File: config.mk
export PLATFORM = sky130hd
export DESIGN_NAME = cpu_sequencer_flat
export DESIGN_NICKNAME = d
export VERILOG_FILES = /design/src/rtl/cpu_sequencer_if.sv /design/src/rtl/cpu_sequencer.sv /design/src/flat_wrapper.sv
export SDC_FILE = /design/constraint.sdc
export NUM_CORES = 1
export LEC_CHECK = 0
export ABC_AREA = 1
export CAP_MARGIN = 5
export CORE_MARGIN = 10
export CORE_UTILIZATION = 30
export CTS_CLUSTER_DIAMETER = 50
export DETAILED_ROUTE_END_ITERATION = 16
export GPL_TIMING_DRIVEN = 0
export SLEW_MARGIN = 20
export SYNTH_ARGS = -nofsm -noshare
export SYNTH_HDL_FRONTEND = slang
export SYNTH_SLANG_ARGS = --single-unit
File: constraint.sdc
create_clock -name clk -period 2.3 [get_ports clk]
set_clock_uncertainty 0.05 [all_clocks]
set_input_delay 0.69 -clock clk [delete_from_list [all_inputs] [get_ports clk]]
set_output_delay 0.69 -clock clk [all_outputs]
set_load 0.01 [all_outputs]
File: src/rtl/cpu_sequencer_if.sv
// Sequencer-side bus bundle: instruction fetch, register file, data memory and debug.
// Latency: pure wiring, no storage.
// Backpressure: none; run gates new fetches at the instruction boundary.
interface cpu_sequencer_if;
  logic       run;
  logic [7:0] instr_addr;
  logic [7:0] instr;
  logic [1:0] read_reg1;
  logic [1:0] read_reg2;
  logic [7:0] read_data1;
  logic [7:0] read_data2;
  logic       reg_write;
  logic [1:0] write_reg;
  logic [7:0] write_data;
  logic [7:0] mem_addr;
  logic [7:0] mem_wdata;
  logic       mem_we;
  logic [7:0] mem_rdata;
  logic [2:0] state;
  logic       retire;

  // Sequencer side.
  modport master (
    input  run, instr, read_data1, read_data2, mem_rdata,
    output instr_addr, read_reg1, read_reg2, reg_write, write_reg, write_data,
           mem_addr, mem_wdata, mem_we, state, retire
  );

  // Memories / register file / debug side.
  modport slave (
    output run, instr, read_data1, read_data2, mem_rdata,
    input  instr_addr, read_reg1, read_reg2, reg_write, write_reg, write_data,
           mem_addr, mem_wdata, mem_we, state, retire
  );
endinterface

File: src/rtl/cpu_sequencer.sv
// Multi-cycle FETCH/READ/EXEC/MEM/WB sequencer for the 8-bit 4-register CPU.
// Latency: ADD 4, LW 5, SW 4, J 3 cycles from FETCH to the retire pulse.
// Backpressure: none downstream; run=0 parks the FSM in FETCH between instructions.
module cpu_sequencer #(
  parameter logic [7:0] PC_RESET = 8'h00
) (
  input logic             clk,
  input logic             reset_n,
  cpu_sequencer_if.master bus
);

  typedef enum logic [2:0] {
    FETCH = 3'd0,
    READ  = 3'd1,
    EXEC  = 3'd2,
    MEM   = 3'd3,
    WB    = 3'd4
  } state_t;

  localparam logic [1:0] OP_ADD = 2'b00;
  localparam logic [1:0] OP_LW  = 2'b01;
  localparam logic [1:0] OP_SW  = 2'b10;
  localparam logic [1:0] OP_J   = 2'b11;

  state_t     state_q, state_d;
  logic [7:0] ir_q, ir_d;
  logic [7:0] pc_q, pc_d;
  logic [1:0] rr1_q, rr1_d;
  logic [1:0] rr2_q, rr2_d;
  logic       rw_q, rw_d;
  logic [1:0] wreg_q, wreg_d;
  logic [7:0] wdata_q, wdata_d;
  logic [7:0] maddr_q, maddr_d;
  logic [7:0] mwdata_q, mwdata_d;
  logic       mwe_q, mwe_d;
  logic       retire_q, retire_d;

  logic [1:0] op;
  logic [7:0] imm2_sx;
  logic [7:0] off6_sx;

  assign op      = ir_q[7:6];
  assign imm2_sx = {{6{ir_q[1]}}, ir_q[1:0]};
  assign off6_sx = {{2{ir_q[5]}}, ir_q[5:0]};

  // Next-state and next-output decode; every output is a register, so this computes its next value.
  always_comb begin
    state_d  = state_q;
    ir_d     = ir_q;
    pc_d     = pc_q;
    rr1_d    = rr1_q;
    rr2_d    = rr2_q;
    wreg_d   = wreg_q;
    wdata_d  = wdata_q;
    maddr_d  = maddr_q;
    mwdata_d = mwdata_q;
    rw_d     = 1'b0;
    mwe_d    = 1'b0;
    retire_d = 1'b0;
    case (state_q)
      FETCH: begin
        if (bus.run) begin
          // Selects come straight from the fetched word so they are stable for the whole READ cycle.
          ir_d    = bus.instr;
          rr1_d   = bus.instr[5:4];
          rr2_d   = bus.instr[3:2];
          state_d = READ;
        end
      end
      READ: begin
        // A jump finishes in EXEC, so its retire pulse is armed here.
        retire_d = (op == OP_J);
        state_d  = EXEC;
      end
      EXEC: begin
        case (op)
          OP_ADD: begin
            wreg_d   = ir_q[1:0];
            wdata_d  = bus.read_data1 + bus.read_data2;
            rw_d     = 1'b1;
            retire_d = 1'b1;
            state_d  = WB;
          end
          OP_LW: begin
            maddr_d = bus.read_data1 + imm2_sx;
            state_d = MEM;
          end
          OP_SW: begin
            maddr_d  = bus.read_data1 + imm2_sx;
            mwdata_d = bus.read_data2;
            mwe_d    = 1'b1;
            retire_d = 1'b1;
            state_d  = MEM;
          end
          default: begin
            pc_d    = pc_q + 8'd1 + off6_sx;
            state_d = FETCH;
          end
        endcase
      end
      MEM: begin
        if (op == OP_LW) begin
          wreg_d   = ir_q[3:2];
          wdata_d  = bus.mem_rdata;
          rw_d     = 1'b1;
          retire_d = 1'b1;
          state_d  = WB;
        end else begin
          pc_d    = pc_q + 8'd1;
          state_d = FETCH;
        end
      end
      WB: begin
        pc_d    = pc_q + 8'd1;
        state_d = FETCH;
      end
      default: state_d = FETCH;
    endcase
  end

  // FSM state register; reset returns to FETCH even mid-instruction.
  always_ff @(posedge clk) begin
    if (!reset_n) state_q <= FETCH;
    else          state_q <= state_d;
  end

  // Datapath and output registers; reset drops any pending write or store strobe.
  always_ff @(posedge clk) begin
    if (!reset_n) begin
      ir_q     <= 8'h00;
      pc_q     <= PC_RESET;
      rr1_q    <= 2'd0;
      rr2_q    <= 2'd0;
      rw_q     <= 1'b0;
      wreg_q   <= 2'd0;
      wdata_q  <= 8'h00;
      maddr_q  <= 8'h00;
      mwdata_q <= 8'h00;
      mwe_q    <= 1'b0;
      retire_q <= 1'b0;
    end else begin
      ir_q     <= ir_d;
      pc_q     <= pc_d;
      rr1_q    <= rr1_d;
      rr2_q    <= rr2_d;
      rw_q     <= rw_d;
      wreg_q   <= wreg_d;
      wdata_q  <= wdata_d;
      maddr_q  <= maddr_d;
      mwdata_q <= mwdata_d;
      mwe_q    <= mwe_d;
      retire_q <= retire_d;
    end
  end

  assign bus.instr_addr = pc_q;
  assign bus.read_reg1  = rr1_q;
  assign bus.read_reg2  = rr2_q;
  assign bus.reg_write  = rw_q;
  assign bus.write_reg  = wreg_q;
  assign bus.write_data = wdata_q;
  assign bus.mem_addr   = maddr_q;
  assign bus.mem_wdata  = mwdata_q;
  assign bus.mem_we     = mwe_q;
  assign bus.state      = state_q;
  assign bus.retire     = retire_q;

endmodule
File: src/flat_wrapper.sv
// flat-port wrapper written by rule: the top's interface ports become plain ports
module cpu_sequencer_flat 
#(
  parameter logic [7:0] PC_RESET = 8'h00
)
  (clk, reset_n, bus_run, bus_instr, bus_read_data1, bus_read_data2, bus_mem_rdata, bus_instr_addr, bus_read_reg1, bus_read_reg2, bus_reg_write, bus_write_reg, bus_write_data, bus_mem_addr, bus_mem_wdata, bus_mem_we, bus_state, bus_retire);
  cpu_sequencer_if bus_i ();
  input logic clk;
  input logic reset_n;
  input wire logic [$bits(bus_i.run)-1:0] bus_run;
  input wire logic [$bits(bus_i.instr)-1:0] bus_instr;
  input wire logic [$bits(bus_i.read_data1)-1:0] bus_read_data1;
  input wire logic [$bits(bus_i.read_data2)-1:0] bus_read_data2;
  input wire logic [$bits(bus_i.mem_rdata)-1:0] bus_mem_rdata;
  output wire logic [$bits(bus_i.instr_addr)-1:0] bus_instr_addr;
  output wire logic [$bits(bus_i.read_reg1)-1:0] bus_read_reg1;
  output wire logic [$bits(bus_i.read_reg2)-1:0] bus_read_reg2;
  output wire logic [$bits(bus_i.reg_write)-1:0] bus_reg_write;
  output wire logic [$bits(bus_i.write_reg)-1:0] bus_write_reg;
  output wire logic [$bits(bus_i.write_data)-1:0] bus_write_data;
  output wire logic [$bits(bus_i.mem_addr)-1:0] bus_mem_addr;
  output wire logic [$bits(bus_i.mem_wdata)-1:0] bus_mem_wdata;
  output wire logic [$bits(bus_i.mem_we)-1:0] bus_mem_we;
  output wire logic [$bits(bus_i.state)-1:0] bus_state;
  output wire logic [$bits(bus_i.retire)-1:0] bus_retire;
  assign bus_i.run = bus_run;
  assign bus_i.instr = bus_instr;
  assign bus_i.read_data1 = bus_read_data1;
  assign bus_i.read_data2 = bus_read_data2;
  assign bus_i.mem_rdata = bus_mem_rdata;
  assign bus_instr_addr = bus_i.instr_addr;
  assign bus_read_reg1 = bus_i.read_reg1;
  assign bus_read_reg2 = bus_i.read_reg2;
  assign bus_reg_write = bus_i.reg_write;
  assign bus_write_reg = bus_i.write_reg;
  assign bus_write_data = bus_i.write_data;
  assign bus_mem_addr = bus_i.mem_addr;
  assign bus_mem_wdata = bus_i.mem_wdata;
  assign bus_mem_we = bus_i.mem_we;
  assign bus_state = bus_i.state;
  assign bus_retire = bus_i.retire;
  cpu_sequencer #(.PC_RESET(PC_RESET)) u_core (.clk(clk), .reset_n(reset_n), .bus(bus_i));
endmodule
# Yosys cells after proc, flatten, opt, wreduce, memory -nomap -nowiden
# Cells that the tools add are included.
[totals]
ff_bits = 52
in_bits = 35
word_cells = 60
[classes]
add_sub_neg = 4
eq_ne = 12
muxes = 19
n_reduce_logical = 13
[op_table]
columns = ["operator", "count"]
rows = [
  ["8-bit two-way mux", 4],
  ["8-bit adder", 3],
  ["8-bit case mux with 3 select lines", 1],
  ["8-bit case mux with 2 select lines", 1],
  ["3-bit case mux with 4 select lines", 1],
  ["8-bit by 1-bit adder with 8-bit output (second input constant)", 1],
  ["2-bit AND reduction", 4],
  ["3-bit by 2-bit == test with 1-bit output (second input constant)", 2],
  ["3-bit two-way mux", 2],
  ["2-bit != test (second input constant)", 3],
  ["3-bit case mux with 2 select lines", 1],
  ["3-bit AND reduction", 2],
  ["2-bit == test (second input constant)", 2],
  ["1-bit two-way mux", 4],
  ["2-bit two-way mux", 2],
  ["2-bit by 1-bit != test with 1-bit output (second input constant)", 2],
  ["2-bit case mux with 2 select lines", 1],
  ["2-bit OR reduction", 2],
  ["3-bit by 1-bit == test with 1-bit output (second input constant)", 1],
  ["3-bit == test (second input constant)", 1],
  ["3-bit zero test", 1],
  ["1-bit case mux with 3 select lines", 1],
  ["3-bit nonzero test", 1],
  ["3-bit OR reduction", 1],
  ["other kinds (4)", 4],
]

# Depth between registers and ports, before layout
# Gate-level depths: netlist of run 1.
[depth]
depth_word = 4
depth_mapped = 17
ltp_nobuf = 17

# Worst setup path before layout of run 1
# Ideal clock, no wire load.
[synth_timing]
path_kind = "register -> register"
start = "register u_core.pc_q[0] (netlist: u_core.bus.instr_addr[0])"
end = "register u_core.pc_q[7] (netlist: u_core.bus.instr_addr[7])"
t_arrival_ns = 1.922
required_time_ns = 2.131
slack_ns = 0.209
stages_incl_launch_ff = 18
n_path_buf = 0
cell_sequence = "dfxtp_1 > ha_1 > nand2_1 > nor2_1 > inv_1 > nor2_1 > nor2_1 > ha_1 > nand2_1 > inv_1 > nand2_1 > nand2_1 > a21oi_1 > inv_1 > nand2_1 > nand3_1 > nand2_1 > a21oi_2"
[synth_between]
elab_chain_len = 4
word_cells_on_any_way = 5
[synth_rtl]
columns = ["item", "line", "rtl"]
rows = [
  ["from (decl)", "cpu_sequencer.sv:27", "logic [7:0] pc_q, pc_d;"],
  ["from (signal assigned)", "cpu_sequencer.sv:143", "pc_q <= pc_d;"],
  ["8-bit by 1-bit adder with 8-bit output *", "cpu_sequencer.sv:96, cpu_sequencer.sv:109, cpu_sequencer.sv:114", ""],
  ["8-bit adder", "cpu_sequencer.sv:96", "pc_d = pc_q + 8'd1 + off6_sx;"],
  ["8-bit two-way mux", "cpu_sequencer.sv:76", "case (op)"],
  ["8-bit case mux with 3 select lines *", "cpu_sequencer.sv:60", "case (state_q)"],
]
# Every way passes the cells marked *; elsewhere a longest branch is shown, timed or not. The select of a mux whose other input is x is not followed.
# A chain may end at the register's enable or synchronous reset.

==> flow_summary_export.csv, run 1 <==
group,metric,value,unit
run_status,status,"completed",
logic_synthesis,avgSynthCellArea,7.25,um^2
worst_setup_path,cp.required,1.56,ns
worst_setup_path,cp-startpoint,"u_core.ir_q[5]$_SDFFE_PN0P_",
layout,design_area,0.00418,mm^2
clock_network,clockBufferDepth,2,
logic_synthesis,yosys.area_share.simple,0.236,
clock_network,clk_pin_slew,0.09,ns
sta,slew_viol_final,0,
sta,layout_setup_ws,0.113,ns
logic_synthesis,yosysSeqAreaShare,0.312,
detailed_routing,routedWlPerCell,14.6,um
detailed_routing,viasPerCell,4.68,
logic_synthesis,synth_top_area_frac,0.312,
worst_setup_path,cp-start-kind,"flip-flop",
logic_synthesis,synth-edff-count,0,
detailed_routing,wl_met1,4260,um
logic_synthesis,yosys-top-cells-area,"dfxtp_1 31%, ha_1 11%, nand2_1 9.6%",
hold_path,hold_start,"u_core.bus.mem_wdata[7]$_SDFFE_PN0P_",
worst_setup_path,reg2reg_from,"u_core.bus.instr_addr[0]$_SDFFE_PN0P_",
logic_synthesis,synth_top_cell_by_area,"dfxtp_1",
sta,fin_tns_setup,0,ns
clock_network,cts_tree,"done",
clock_network,cts_buffers,5,
floorplan,core_area,0.00991,mm^2
clock_network,clkSinkCount,48,
pwr,switchingPower,0.706,mW
logic_synthesis,ys.flop_type,"dfxtp_1",
clock_network,root_buffer,"clkbuf_8",
floorplan,num_rows,36,
placement,gp_congestion,0.886,
detailed_routing,drtAntennaViolNets,0,
clock_network,clk-insertion-delay-late,0.30,ns
sta,setup_viol,0,
pwr,vdd_drop_max,0.000251,V
placement,pre_cts_ws,-0.488,ns
pwr,seq_power_share,0.437,
floorplan,die_x,121,um
placement,place_area,0.00403,mm^2
logic_synthesis,ys_ff_latch,48,
detailed_routing,route.detailed.drc,0,
worst_setup_path,critPathCaptureType,"primary output",
placement,port_buffers,78,
grt,grt_pass1_wl,15300,um
detailed_routing,highest_layer,"met4",
logic_synthesis,synth_xor_area_frac,0.0308,
sta,holdWs,0.418,ns
logic_synthesis,synth_mux_area_frac,0,
floorplan,dieArea,0.0147,mm^2
grt,grtUsageTotal,0.128,
logic_synthesis,synth_async_sr_flop_share,0,
layout,area_growth_syn_to_layout,35.7,%
detailed_routing,vias,3026,
floorplan,ios,79,
logic_synthesis,syn-cell-area,0.00308,mm^2
grt,grt_max_degree,15,
logic_synthesis,ys_warn_count,0,
grt,grt_antenna_before_repair,0,
sta,fmax,457,MHz
logic_synthesis,synth_compound_area_frac,0.190,
clock_network,ctsHtreeMaxLevel,2,
layout,layout_commonest_cell,"nand2_1",
logic_synthesis,synthAdderAreaFrac,0.133,
logic_synthesis,syn_inst,425,
pwr,p_leak,1.87,nW
layout,diodes,0,
layout,mostFrequentLayoutCells,"79 x nand2_1, 74 x clkdlybuf4s50_1, 45 x a21oi_1, 45 x dfxtp_1, 42 x inv_1",
job,cap_violations,0,
sta,worst_pin_slew,0.585,ns
logic_synthesis,yosysUniqueCellTypes,36,
grt,overflow,0,
detailed_routing,wirelength,9440,um
hold_path,hold_path_class,"reg2reg",
pwr,power.total,2.15,mW
sta,period_needed,2.19,ns
logic_synthesis,syn_nets,491,
sta,finalCritPeriodShare,0.951,
layout,layout.nets,578,
logic_synthesis,synth_top_family_by_area,"simple AND/OR/NAND/NOR gates",
detailed_routing,wl_met2,4470,um
pwr,p_comb_frac,0.316,
worst_setup_path,critPathKind,"reg2out",
sta,rsz0062_at_grt,"yes",
sta,relSlewSlack,0.610,
detailed_routing,drt_iter0_drc,141,
sta,finalHoldViolCount,0,
floorplan,die_h,121,um
pwr,p_int,1.45,mW
grt,grt_pass1_vias,3056,
detailed_routing,wl_met3,606,um
worst_setup_path,worstPathMaxFanout,6,
detailed_routing,drtPass1Iterations,4,
layout,nFillCells,1047,
floorplan,initial_core_util,0.311,
pwr,p_sw_frac,0.328,
layout,layout-drive-gt1-share,0.119,
pwr,power_density,515,mW/mm^2
worst_setup_path,crit_arrival,1.45,ns
placement,dp_hpwl,7640,um
pwr,clockPowerShare,0.247,
-- power groups by stage --
stage	clock (mW)	combinational (mW)	sequential, mW
detailed placement	0	0.667	0.957
global route	0.585	0.770	0.949
finish	0.532	0.681	0.940
CTS	0.552	0.670	0.938
floorplan	0	0.396	0.959
global placement	0	0.655	0.956
-- critical path: stages (launching register included) --
cell	delay, ns
dfxtp_1	0.47
buf_4	0.15
clkdlybuf4s50_1	0.52
-- cell usage after synthesis, drive strengths merged, types with 2 or more instances --
master,instances
a21oi,49
nand2,87
a211oi,2
or2,2
xor2,6
inv,50
dfxtp,48
fa,3
a21o,4
clkbuf,5
o21a,5
nand3,35
xnor2,4
a31oi,7
ha,28
nor2,34
o21ai,39
buf,12
-- timing repair --
action,CTS,global route
pin swaps,1,3
hold buffers,0,0
resized for setup,6,15
gates cloned,0,0
setup buffers,0,2
endpoints found under the setup margin,3,10
-- worst paths after layout --
path	endpoint	slack (ns)	cells past startpoint
max	bus_read_reg1[1]	0.11	2
min	u_core.bus.mem_wdata[7]$_SDFFE_PN0P_	0.42	2
max reg2reg	u_core.bus.instr_addr[7]$_SDFFE_PN0P_	0.18	17
min reg2reg	u_core.bus.mem_wdata[7]$_SDFFE_PN0P_	0.42	2
-- stage by stage --
stage	instances	utilization
2_1_floorplan	425	-
3_3_place_gp	636	0.407
3_5_place_dp	636	0.407
4_1_cts	644	0.416
5_1_grt	646	0.422
6_report	646	0.422
-- kinds of logic (layout without fill, tap and decap cells) --
group,count (synthesis),in the layout
xor+xnor,10,10
compound gates,107,107
simple gates,161,161
flops,48,48
fa+ha+maj,31,31
buf+inv,68,156
-- area by class of cell --
cell class | instances | area (um^2) | area share
clock inverters | 2 | 10.0 | 0.00239
plain buffers | 17 | 114 | 0.0272
multi-input cells | 309 | 1860 | 0.445
clock buffers | 6 | 82.6 | 0.0197
well taps | 133 | 166 | 0.0398
flip-flops and latches | 48 | 967 | 0.231
repair buffers | 80 | 791 | 0.189
inverters | 51 | 191 | 0.0458
-- routing by layer --
| layer | GRT usage | vias to the layer above |
|---|---|---|
| li1 | - | 1577 |
| met1 | 0.159 | 1368 |
| met2 | 0.216 | 75 |
| met3 | 0.0307 | 6 |
| met4 | 0.0306 | 0 |
| met5 | 0 | - |
Power figures use the tool's default switching activity.
==> run 2: changes to the inputs <==
Settings changed: CAP_MARGIN 5 to 15.
==> results of run 2 <==
Same layout as run 1: the final DEF is identical, and so are final timing and power.
==> run 3: changes to the inputs <==
Settings changed: CELL_PAD_IN_SITES_DETAIL_PLACEMENT from default to 1, CELL_PAD_IN_SITES_GLOBAL_PLACEMENT from default to 1, PLACE_DENSITY_LB_ADDON from default to 0.1.
==> run 3 against run 2 <==
Compared with the run above: design area rose by 2.5%; register-to-register slack worse by 0.04 ns; worst hold slack worse by 0.0022 ns; via count is 2.1% higher; utilization up 1.1 points; die area stayed put; global-route usage grew 1.1 points; sequential share of layout area decreased by 0.48 points; sequential cell count did not move; non-clock buffer count increased by 1; combinational power rose by 3.8%; highest routed layer unchanged.
==> flow_summary_export.csv, run 3 (synthesis results as in run 1) <==
group,metric,value,unit
sta,fmax,453,MHz
worst_setup_path,cp-start-kind,"flip-flop",
worst_setup_path,critPathCaptureType,"primary output",
placement,dp.cells,636,
detailed_routing,viasPerCell,4.76,
worst_setup_path,worst_path_dominant_cell_family,"buffers and inverters",
clock_network,ctsHtreeMaxLevel,2,
detailed_routing,routedWlPerCell,15.9,um
job,cap_violations,0,
clock_network,root_buffer,"clkbuf_8",
layout,layout_commonest_cell,"nand2_1",
detailed_routing,drt_iter0_drc,54,
run_status,status,"completed",
clock_network,clk-insertion-delay-late,0.31,ns
worst_setup_path,cp.required,1.56,ns
sta,relSlewSlack,0.605,
sta,fin_tns_setup,0,ns
clock_network,cts_buffers,5,
grt,grt_antenna_before_repair,2,
layout,multi_input_area,0.00194,mm^2
sta,finalHoldViolCount,0,
floorplan,initial_core_util,0.311,
layout,seqCellArea,971,um^2
pwr,power.total,2.22,mW
detailed_routing,wirelength,10300,um
sta,rsz0062_at_grt,"yes",
grt,overflow,0,
placement,port_buffers,78,
detailed_routing,vias,3091,
pwr,power_density,518,mW/mm^2
grt,grt_pass1_vias,3283,
floorplan,die_x,121,um
floorplan,dieArea,0.0147,mm^2
worst_setup_path,critPathKind,"reg2out",
clock_network,clkSinkCount,48,
sta,finalCritPeriodShare,0.959,
pwr,p_leak,1.89,nW
floorplan,core_area,0.00991,mm^2
worst_setup_path,cp_slowest_cell,"clkdlybuf4s50_1",
placement,place_area,0.00403,mm^2
layout,layout-drive-gt1-share,0.144,
clock_network,cts_tree,"done",
detailed_routing,route.detailed.drc,0,
layout,stdcell_count,649,
sta,period_needed,2.21,ns
placement,gp_congestion,0.836,
clock_network,clockBufferDepth,2,
sta,setup_viol,0,
layout,design_area,0.00429,mm^2
pwr,vdd_drop_max,0.000298,V
grt,grtUsageTotal,0.139,
detailed_routing,drtAntennaViolNets,0,
worst_setup_path,crit_arrival,1.47,ns
floorplan,die_h,121,um
worst_setup_path,path_cells,"buf_4 > clkdlybuf4s50_1",
layout,mostFrequentLayoutCells,"76 x nand2_1, 73 x clkdlybuf4s50_1, 46 x a21oi_1",
floorplan,ios,79,
clock_network,cts_hold_buffers,0,
sta,slew_viol_final,0,
layout,nFillCells,1251,
worst_setup_path,worstPathMaxFanout,6,
grt,grt_pass1_wl,16400,um
detailed_routing,drtPass1Iterations,4,
placement,dp_hpwl,8330,um
worst_setup_path,path_buf_inv,2,
floorplan,num_rows,36,
worst_setup_path,cp_slowest_stage_delay,0.53,ns
sta,worst_pin_slew,0.593,ns
grt,grt_max_degree,16,
layout,layout.nets,579,
layout,area_growth_syn_to_layout,39.1,%
clock_network,clk_pin_slew,0.11,ns
hold_path,hold_path_class,"reg2reg",
-- run 3: report_power, final --
group | internal [mW] | total, mW | switching, mW
Clock | 0.245 | 0.567 | 0.322
Combinational | 0.338 | 0.707 | 0.369
Sequential | 0.882 | 0.946 | 0.0636
-- run 3: worst paths after layout --
| path | from | end | slack (ns) | depth (start not counted) |
|---|---|---|---|---|
| max | u_core.ir_q[5]$_SDFFE_PN0P_ | bus_read_reg1[1] | 0.09 | 2 |
| min reg2reg | u_core.bus.mem_wdata[1]$_SDFFE_PN0P_ | u_core.bus.mem_wdata[1]$_SDFFE_PN0P_ | 0.42 | 2 |
| min | u_core.bus.mem_wdata[1]$_SDFFE_PN0P_ | u_core.bus.mem_wdata[1]$_SDFFE_PN0P_ | 0.42 | 2 |
| max reg2reg | u_core.bus.instr_addr[0]$_SDFFE_PN0P_ | u_core.bus.instr_addr[7]$_SDFFE_PN0P_ | 0.14 | 16 |
-- run 3: what timing repair did --
| action | 4_1_cts | 5_1_grt |
|---|---|---|
| pin swaps | 1 | 1 |
| setup endpoints to repair | 5 | 9 |
| resized for setup | 12 | 23 |
| setup buffers | 1 | 2 |
-- run 3: worst register-to-register path, delay by kind of cell (launching register included) --
| kind | cells | cell delay, ns |
|---|---|---|
| adder cells (fa/ha/maj) | 2 | 0.48 |
| flip-flops | 1 | 0.38 |
| AND/OR/NAND/NOR | 10 | 0.82 |
| buffers and inverters | 2 | 0.12 |
| AO/OA/AOI/OAI | 2 | 0.25 |
-- run 3: routing by layer --
metal / share of wire / vias to the layer above / track usage
met5: 0 / - / 0
met4: 0.0089 / 0 / 0.0268
met3: 0.058 / 8 / 0.0382
met2: 0.50 / 61 / 0.250
met1: 0.43 / 1445 / 0.161
li1: - / 1577 / -
-- run 3: through the flow --
step | util | setup slack, ns | hold slack (ns)
3_5_place_dp | 0.407 | -0.477 | 0.407
4_1_cts | 0.419 | 0.00843 | 0.422
2_1_floorplan | - | 0.209 | 0.435
3_3_place_gp | 0.407 | -0.421 | 0.399
5_1_grt | 0.433 | -0.105 | 0.439
6_report | 0.433 | 0.0948 | 0.416
-- run 3: area by class of cell --
cell class | count | share of cell area
antenna | 2 | 0.00117
buffer | 17 | 0.0265
clock buffer | 6 | 0.0193
clock inverter | 2 | 0.00350
inverter | 51 | 0.0446
multi-input combinational | 309 | 0.451
sequential | 48 | 0.226
tap | 133 | 0.0388
timing repair buffer | 81 | 0.188
